**src/rtl/serial_adder_pkg.sv**
```systemverilog
// serial_adder_pkg
// Shared definitions for the bit-serial adder:
//   state_t      - controller state encoding (IDLE/RUN/DONE, 2'd3 unused)
//   cnt_width()  - ceiling log2, used to size the bit counter
package serial_adder_pkg;

    typedef enum logic [1:0] {
        IDLE   = 2'd0,
        RUN    = 2'd1,
        DONE   = 2'd2,
        UNUSED = 2'd3
    } state_t;

    // Ceiling log2 of n, never less than 1 so a counter always has a bit.
    function automatic int cnt_width(input int n);
        int w;
        w = 0;
        while ((1 << w) < n) begin
            w = w + 1;
        end
        if (w < 1) begin
            w = 1;
        end
        return w;
    endfunction

endpackage

```
**src/rtl/full_adder.sv**
```systemverilog
// ha / full_adder
// Single-bit adder cell built from two half adders.
// ha ports:         a, b (in) -> sum, carry (out)
// full_adder ports: a, b, c (in) -> sum1, carry1 (out)
module ha (
    input  logic a,
    input  logic b,
    output logic sum,
    output logic carry
);
    assign sum   = a ^ b;
    assign carry = a & b;
endmodule

module full_adder (
    input  logic a,
    input  logic b,
    input  logic c,
    output logic sum1,
    output logic carry1
);
    logic s_ab;
    logic c_ab;
    logic c_sc;

    ha u_ha0 (.a(a),    .b(b), .sum(s_ab), .carry(c_ab));
    ha u_ha1 (.a(s_ab), .b(c), .sum(sum1), .carry(c_sc));

    assign carry1 = c_ab | c_sc;
endmodule

```
**src/rtl/serial_adder.sv**
```systemverilog
// serial_adder
// Bit-serial ripple adder: one full_adder cell processes one operand bit per
// clock, LSB first, with the carry held in a flip-flop between bits.
// {cout,sum} = a + b + cin after WIDTH cycles in RUN.
// Ports:
//   clk   - rising-edge clock
//   rst   - asynchronous active-high reset
//   start - add request (accepted in IDLE or DONE)
//   a, b  - WIDTH-bit operands, cin - carry-in (captured on accept)
//   busy  - high while RUN
//   done  - one-cycle pulse when sum/cout hold a new result
//   sum   - registered result, cout - registered carry-out
module serial_adder
    import serial_adder_pkg::*;
#(
    parameter int WIDTH = 8
) (
    input  logic             clk,
    input  logic             rst,
    input  logic             start,
    input  logic [WIDTH-1:0] a,
    input  logic [WIDTH-1:0] b,
    input  logic             cin,
    output logic             busy,
    output logic             done,
    output logic [WIDTH-1:0] sum,
    output logic             cout
);

    localparam int CW = cnt_width(WIDTH + 1);

    state_t           state_reg;
    state_t           state_next;
    logic             load;

    logic [WIDTH-1:0] a_sh_reg;
    logic [WIDTH-1:0] b_sh_reg;
    logic [WIDTH-1:0] sum_sh_reg;
    logic [WIDTH-1:0] sum_reg;
    logic             carry_reg;
    logic             cout_reg;
    logic [CW-1:0]    cnt_reg;

    logic [WIDTH-1:0] a_sh_next;
    logic [WIDTH-1:0] b_sh_next;
    logic [WIDTH-1:0] sum_sh_next;
    logic             fa_sum;
    logic             fa_carry;
    logic             last_bit;

    full_adder u_fa (
        .a      (a_sh_reg[0]),
        .b      (b_sh_reg[0]),
        .c      (carry_reg),
        .sum1   (fa_sum),
        .carry1 (fa_carry)
    );

    // Right-shift networks. The new sum bit enters at the MSB so that after
    // WIDTH shifts the LSB-first stream sits in natural bit order.
    assign a_sh_next[WIDTH-1]   = 1'b0;
    assign b_sh_next[WIDTH-1]   = 1'b0;
    assign sum_sh_next[WIDTH-1] = fa_sum;
    generate
        for (genvar gi = 0; gi < WIDTH - 1; gi++) begin : g_shift
            assign a_sh_next[gi]   = a_sh_reg[gi + 1];
            assign b_sh_next[gi]   = b_sh_reg[gi + 1];
            assign sum_sh_next[gi] = sum_sh_reg[gi + 1];
        end
    endgenerate

    assign last_bit = (cnt_reg == CW'(WIDTH - 1));

    always_comb begin
        state_next = IDLE;
        load       = 1'b0;
        case (state_reg)
            IDLE: begin
                if (start) begin
                    state_next = RUN;
                    load       = 1'b1;
                end
            end
            RUN: begin
                state_next = last_bit ? DONE : RUN;
            end
            DONE: begin
                if (start) begin
                    state_next = RUN;
                    load       = 1'b1;
                end
            end
            default: begin
                state_next = IDLE;
            end
        endcase
    end

    always_ff @(posedge clk or posedge rst) begin
        if (rst) begin
            state_reg  <= IDLE;
            a_sh_reg   <= '0;
            b_sh_reg   <= '0;
            sum_sh_reg <= '0;
            sum_reg    <= '0;
            carry_reg  <= 1'b0;
            cout_reg   <= 1'b0;
            cnt_reg    <= '0;
        end else begin
            state_reg <= state_next;
            if (load) begin
                a_sh_reg   <= a;
                b_sh_reg   <= b;
                carry_reg  <= cin;
                sum_sh_reg <= '0;
                cnt_reg    <= '0;
            end else if (state_reg == RUN) begin
                a_sh_reg   <= a_sh_next;
                b_sh_reg   <= b_sh_next;
                sum_sh_reg <= sum_sh_next;
                carry_reg  <= fa_carry;
                cnt_reg    <= cnt_reg + 1'b1;
                // Publish straight from the shift network so the final bit
                // is included and sum never exposes a partial value.
                if (last_bit) begin
                    sum_reg  <= sum_sh_next;
                    cout_reg <= fa_carry;
                end
            end
        end
    end

    assign busy = (state_reg == RUN);
    assign done = (state_reg == DONE);
    assign sum  = sum_reg;
    assign cout = cout_reg;

endmodule
```
**config.mk**
```make
export PLATFORM = sky130hd
export DESIGN_NAME = serial_adder
export DESIGN_NICKNAME = d
export VERILOG_FILES = /design/src/rtl/serial_adder_pkg.sv /design/src/rtl/full_adder.sv /design/src/rtl/serial_adder.sv
export SDC_FILE = /design/constraint.sdc
export NUM_CORES = 1
export LEC_CHECK = 0
export CORE_MARGIN = 2
export CORE_UTILIZATION = 46
export DETAILED_ROUTE_END_ITERATION = 16
export PLACE_DENSITY = 0.75
export SETUP_SLACK_MARGIN = 0.05
export SKIP_CTS_REPAIR_TIMING = 1
export SLEW_MARGIN = 20
export SYNTH_ARGS = -nofsm -noshare
export SYNTH_HDL_FRONTEND = slang
export SYNTH_HIERARCHICAL = 1
export SYNTH_SLANG_ARGS = --single-unit
```
**constraint.sdc**
```tcl
create_clock -name clk -period 1.3 [get_ports clk]
set_input_delay 0.325 -clock clk [delete_from_list [all_inputs] [get_ports clk]]
set_output_delay 0.325 -clock clk [all_outputs]
set_load 0.02 [all_outputs]
```
==> results.md, run 1 <==
* Nets at 202
* Ports at 31
* Clock Tree Buf Depth at 2
* Vias after detailed routing at 1169
* Fill cell count at 305
* Worst rel slew slack at 86.45%
* Routed wire length at 3257 um
* Post-route cell area at 2192 sq um
* I/O Buffers at 30
* Tcrit/Tclk final at 111.6%
* Fin crit period at 1.451 ns
* Max cap viols at 0
* Clock Sinks at 39
* Ant diodes at 0
* Die area at 4019 sq um
* Yosys top cell area share at 60.14%
* Vias in the first global route at 1212
* Vias per inst at 5.173
* First-pass GRT wire length at 5727 um
* Endpoints failing setup at 38
* Yosys reg bits at 39
* DR iter-0 viols at 54
* Post-DP HPWL at 2192 um
* Dpl cell area at 2090 sq um
* Starting density of the core at 48.25%
* Drc violations at 0
* Crit-path max cell delay at 0.40 ns
* Most frequent cells after synthesis: dfrtp_1, inv_1, a22oi_1, o21ai_0
* # H-tree levels at 2
* CORE AREA at 3363 sq um
* Final setup TNS at -3.727 ns
* Critical-path top delay cell: dfrtp_1
* All-Layer GR Usage at 18.39%
* Synthesized Nets at 156
* Initial antenna violation count at 0
* Root Buffer: clkbuf_4
* Syn_area_per_cell at 12.20 sq um
* Failing checks: setup timing
* RSZ-0062 raised after global routing: yes
* Count of different cell masters after synthesis at 23
* Reg-to-Reg End: cout$_DFFE_PP0P_
* Top-count cell post-synth: dfrtp_1
* Standard-cell row count at 21
* Predominant post-synthesis flop cell: dfrtp_1
* Final hold viol count at 0
* Largest net degree at the start of global routing at 40
* Power Dens Cells at 2374 nW/um^2
* R2R cell count at 4
* Post-synthesis sequential area ratio at 60.14%
* Data required, critical path at 1.53 ns
* Number of flops mapped to enable cells by yosys at 0
* Max FO, Critical Path at 2
* Synth area leaders: dfrtp_1, a22oi_1, mux2_2
* Drt pass-1 iters at 4
* R2R setup slack at -0.15 ns
* Status: finished, violations left
* Slew at the pin closest to its max-slew limit at 0.2025 ns
* Clk slew on worst S/H paths at 0.12 ns
* Area delta synth->final at 35.08%
* Max frequency at 689.1 MHz
* Crit path cell chain: ha_1 > ha_2 > or2_1 > mux2_4
* Worst hold path type: input port to asynchronous set/reset pin
* Critical Path AT at 1.69 ns
* Mapped Cells at 133
* Cell taking the most area after synthesis: dfrtp_1
* Async SR Flop Fraction at 100.0%
* CTS Buf Count at 5
* Crit path capture type: register
* Mapped Area at 1623 sq um
* Worst setup path class: register to register
* Latest clock arrival within the worst-skew pair at 0.35 ns
* Die width at 63.40 um
* Chip height at 63.40 um
* Post-Route Utilization at 65.18%
* Layout cells sized above 1 at 27.22%
* ANT nets after route at 0
* Routed len/inst at 14.41 um
* Clk_skew at 0.01069 ns
* Worst setup SP type: register
* Warnings from Yosys at 6
* Worst ir drop on vdd at 1401 uV
* Leak at 1.034 nW
* Overflow after GRT at 0
* Final Max Tran Viols at 0
* FF-to-FF Start: b_sh_reg[0]$_DFFE_PP0P_
* GPL Wtd Cong at 0.7571
* Setup ws final at -0.1512 ns
* Setup Slack @ Placement at -0.2449 ns
* CTS tree: built
-- per-layer routing --
metal	vias up	GRT usage [%]	share of wire, %
met1	578	24.53	44
met3	4	6.964	6.2
li1	557	-	-
met2	30	27.50	48
met4	0	6.522	1.2
met5	-	0	0
-- layout make-up --
class                   count  area [sq um]  share of cell area, %
clock buffers               5         37.54                  1.712
clock inverters             3         20.02                 0.9132
inverters                  16         60.06                  2.740
multi-input cells          70         571.8                  26.08
flip-flops and latches     39         975.9                  44.52
well taps                  46         57.56                  2.626
repair buffers             47         469.2                  21.40
-- kinds of logic (layout without fill, tap and decap cells) --
kind of cell / after synthesis / count (layout) / share of synthesized area [%]
AOI/OAI and AO/OA: 42 / 42 / 17.66
DFF: 39 / 39 / 60.14
buffers and inverters: 24 / 71 / 6.785
and+or+nand+nor: 14 / 14 / 5.551
muxes: 11 / 11 / 7.556
adders and majority gates: 3 / 3 / 2.313
-- how the worst max path moves through the flow --
stage,from,slack [ns],depth (start not counted),endpoint
detailed placement,start,-0.24,5,sum_sh_reg[6]$_DFFE_PP0P_
floorplan,b_sh_reg[0]$_DFFE_PP0P_,-0.08,4,cout$_DFFE_PP0P_
global placement,start,-0.22,5,sum_sh_reg[5]$_DFFE_PP0P_
global route,b_sh_reg[0]$_DFFE_PP0P_,-0.23,5,carry_reg$_DFFE_PP0P_
finish,b_sh_reg[0]$_DFFE_PP0P_,-0.15,4,cout$_DFFE_PP0P_
CTS,state_reg[0]$_DFF_PP0_,-0.63,2,busy
-- cell usage in the layout (no fill, tap or decap), drive strengths merged, types with 2 or more instances in the layout --
cell type      synthesis  layout
o21ai                 15      15
a22o                  10      10
mux2                  10      10
clkbuf                 1       5
buf                    7      28
inv                   16      16
nand2b                 3       3
clkinvlp               0       2
a22oi                 15      15
nand2                  3       3
nor2b                  3       3
dfrtp                 39      39
clkdlybuf4s50          0      19
ha                     3       3
-- per-stage QoR --
stage / hold WS (ns) / cells / total power [mW]
detailed placement: 0.4910 / 216 / 4.482
floorplan: 0.4514 / 133 / 3.489
global route: 0.3278 / 226 / 5.655
CTS: 0.3087 / 224 / 5.103
finish: 0.3130 / 226 / 5.204
global placement: 0.4847 / 216 / 4.370
-- critical path, delay by kind of cell, from the launching register on --
kind                     cells  cell delay (ns)
adder cells (fa/ha/maj)      2             0.46
flip-flops                   1             0.40
multiplexers                 1             0.26
AND/OR/NAND/NOR              1             0.22
-- power by group --
part | leakage [nW] | switching, mW | internal, mW
logic | 0.512 | 1.12 | 1.38
clock network | 0.0272 | 0.399 | 0.206
registers | 0.495 | 0.355 | 1.75
total | 1.03 | 1.87 | 3.33
(Power assumes the default switching activity.)
==> run 2: changes to the inputs <==
--- a/config.mk
+++ b/config.mk
@@ -5,12 +5,14 @@
 export SDC_FILE = /design/constraint.sdc
 export NUM_CORES = 1
 export LEC_CHECK = 0
+export ABC_CLOCK_PERIOD_IN_PS = 1300
 export CORE_MARGIN = 2
 export CORE_UTILIZATION = 46
 export DETAILED_ROUTE_END_ITERATION = 16
 export PLACE_DENSITY = 0.75
 export SETUP_SLACK_MARGIN = 0.05
 export SKIP_CTS_REPAIR_TIMING = 1
+export SKIP_LAST_GASP = 1
 export SLEW_MARGIN = 20
 export SYNTH_ARGS = -nofsm -noshare
 export SYNTH_HDL_FRONTEND = slang
==> results.md, run 2 (synthesis gave the netlist of run 1 again) <==
* CTS Buf Count at 5
* Final Max Tran Viols at 0
* Vias in the first global route at 1212
* Psw at 1.837 mW
* Fin crit period at 1.447 ns
* Overflow after GRT at 0
* Layout cells sized above 1 at 27.22%
* Latest clock arrival within the worst-skew pair at 0.34 ns
* First-pass GRT wire length at 5727 um
* Vias per inst at 5.155
* Drc violations at 0
* Met3 WL at 222 um
* Worst setup path class: register to register
* Clk_skew at 0.008910 ns
* Critical-path top delay cell: dfrtp_1
* Worst ir drop on vdd at 1412 uV
* Most frequent cells in the layout: dfrtp_1, clkdlybuf4s50_1, inv_1
* CORE AREA at 3363 sq um
* Endpoints failing setup at 38
* Die width at 63.40 um
* Routed wire length at 3157 um
* Starting density of the core at 48.25%
* Max cap viols at 0
* Multi-input gate area at 545.5 sq um
* Setup ws final at -0.1472 ns
* Sequential cell area at 975.9 sq um
* Most common cell after layout, fill and taps aside: dfrtp_1
* Setup Slack @ Placement at -0.2449 ns
* Crit path cell chain: ha_1 > ha_2 > or2_1 > mux2_4
* RSZ-0062 raised after global routing: yes
* DR iter-0 viols at 61
* Tcrit/Tclk final at 111.3%
* Metal2 WL at 1487 um
* Fill cell count at 300
* FF-to-FF Start: b_sh_reg[0]$_DFFE_PP0P_
* P_int at 3.267 mW
* Critical Path AT at 1.68 ns
* Initial antenna violation count at 0
* Chip height at 63.40 um
* All-Layer GR Usage at 18.39%
* Post-DP HPWL at 2192 um
* Status: finished, violations left
* Worst hold path type: input port to asynchronous set/reset pin
* Post-Route Utilization at 64.40%
* Ports at 31
* Nets at 202
* Standard-cell row count at 21
* Tot Pwr at 5.104 mW
* Post-route cell area at 2166 sq um
* Worst setup SP type: register
* Post-Layout Cell Count at 226
* Power Dens Cells at 2357 nW/um^2
* Slew at the pin closest to its max-slew limit at 0.2075 ns
* Net Sw Frac at 36.00%
* Final hold viol count at 0
* Setup crit start: b_sh_reg[0]$_DFFE_PP0P_
* Data required, critical path at 1.53 ns
* Max frequency at 691.0 MHz
* Drt pass-1 iters at 4
* CTS tree: built
* Clk slew on worst S/H paths at 0.12 ns
* Vias after detailed routing at 1165
* Failing checks: setup timing
* Clock share of power at 11.8%
* Logic pwr share at 47.2%
* Dpl cell area at 2090 sq um
* Placed Cells at 216
* Max FO, Critical Path at 2
* Area delta synth->final at 33.46%
* Crit path capture type: register
* Root Buffer: clkbuf_4
* Clock Tree Buf Depth at 2
* Register share of total power at 40.9%
* Die area at 4019 sq um
* GPL Wtd Cong at 0.7571
* # H-tree levels at 2
* Routed len/inst at 13.97 um
* Top Layer Used: met4
* Worst rel slew slack at 86.17%
* ANT nets after route at 0
* Clock Sinks at 39
* Ant diodes at 0
* Crit-path max cell delay at 0.40 ns
* Leak at 1.017 nW
* I/O Buffers at 30
* Met1 Wirelength at 1406 um
* Largest net degree at the start of global routing at 40
==> run 2: changes by cell type in the layout (fill, tap and decap cells not counted) <==
cell	change
mux2_2	+7
mux2_4	-7
==> run 2: per-layer routing <==
layer,track usage (%),vias to the layer above
li1,-,559
met1,24.53,562
met2,27.50,40
met3,6.964,4
met4,6.522,0
met5,0,-
==> run 2: final timing paths <==
kind / depth (start not counted) / slack, ns / to
max in group asynchronous: 3 / 0.79 / cout$_DFFE_PP0P_
max: 4 / -0.15 / cout$_DFFE_PP0P_
min reg2reg: 1 / 0.52 / b_sh_reg[7]$_DFFE_PP0P_
max reg2reg: 4 / -0.15 / cout$_DFFE_PP0P_
min: 3 / 0.32 / sum_sh_reg[7]$_DFFE_PP0P_
min in group clk: 1 / 0.52 / b_sh_reg[7]$_DFFE_PP0P_
==> run 2: cell type report <==
cell class,count,area share (%)
clock inverters,3,0.9243
multi-input cells,70,25.19
flip-flops and latches,39,45.06
clock buffers,5,1.733
inverters,16,2.773
repair buffers,47,21.66
well taps,46,2.657
==> run 2: power by group through the flow <==
stage               Combinational (mW)  Clock, mW  Sequential [mW]
floorplan                         1.31          0             2.18
global placement                  2.31          0             2.06
detailed placement                2.40          0             2.09
CTS                               2.40      0.637             2.07
global route                      2.71      0.693             2.16
finish                            2.41      0.604             2.09
==> run 2: worst max-delay path, delay by kind of cell (launching register included) <==
family,cells,cell delay (ns)
flops,1,0.40
mux,1,0.26
fa+ha+maj,2,0.46
simple gates,1,0.22
==> run 2: stage by stage <==
step                hold slack [ns]  TNS [ns]
floorplan                    0.4514   -0.2901
global placement             0.4847    -6.167
detailed placement           0.4910    -6.802
CTS                          0.3087    -8.603
global route                 0.3278    -7.185
finish                       0.3158    -3.821
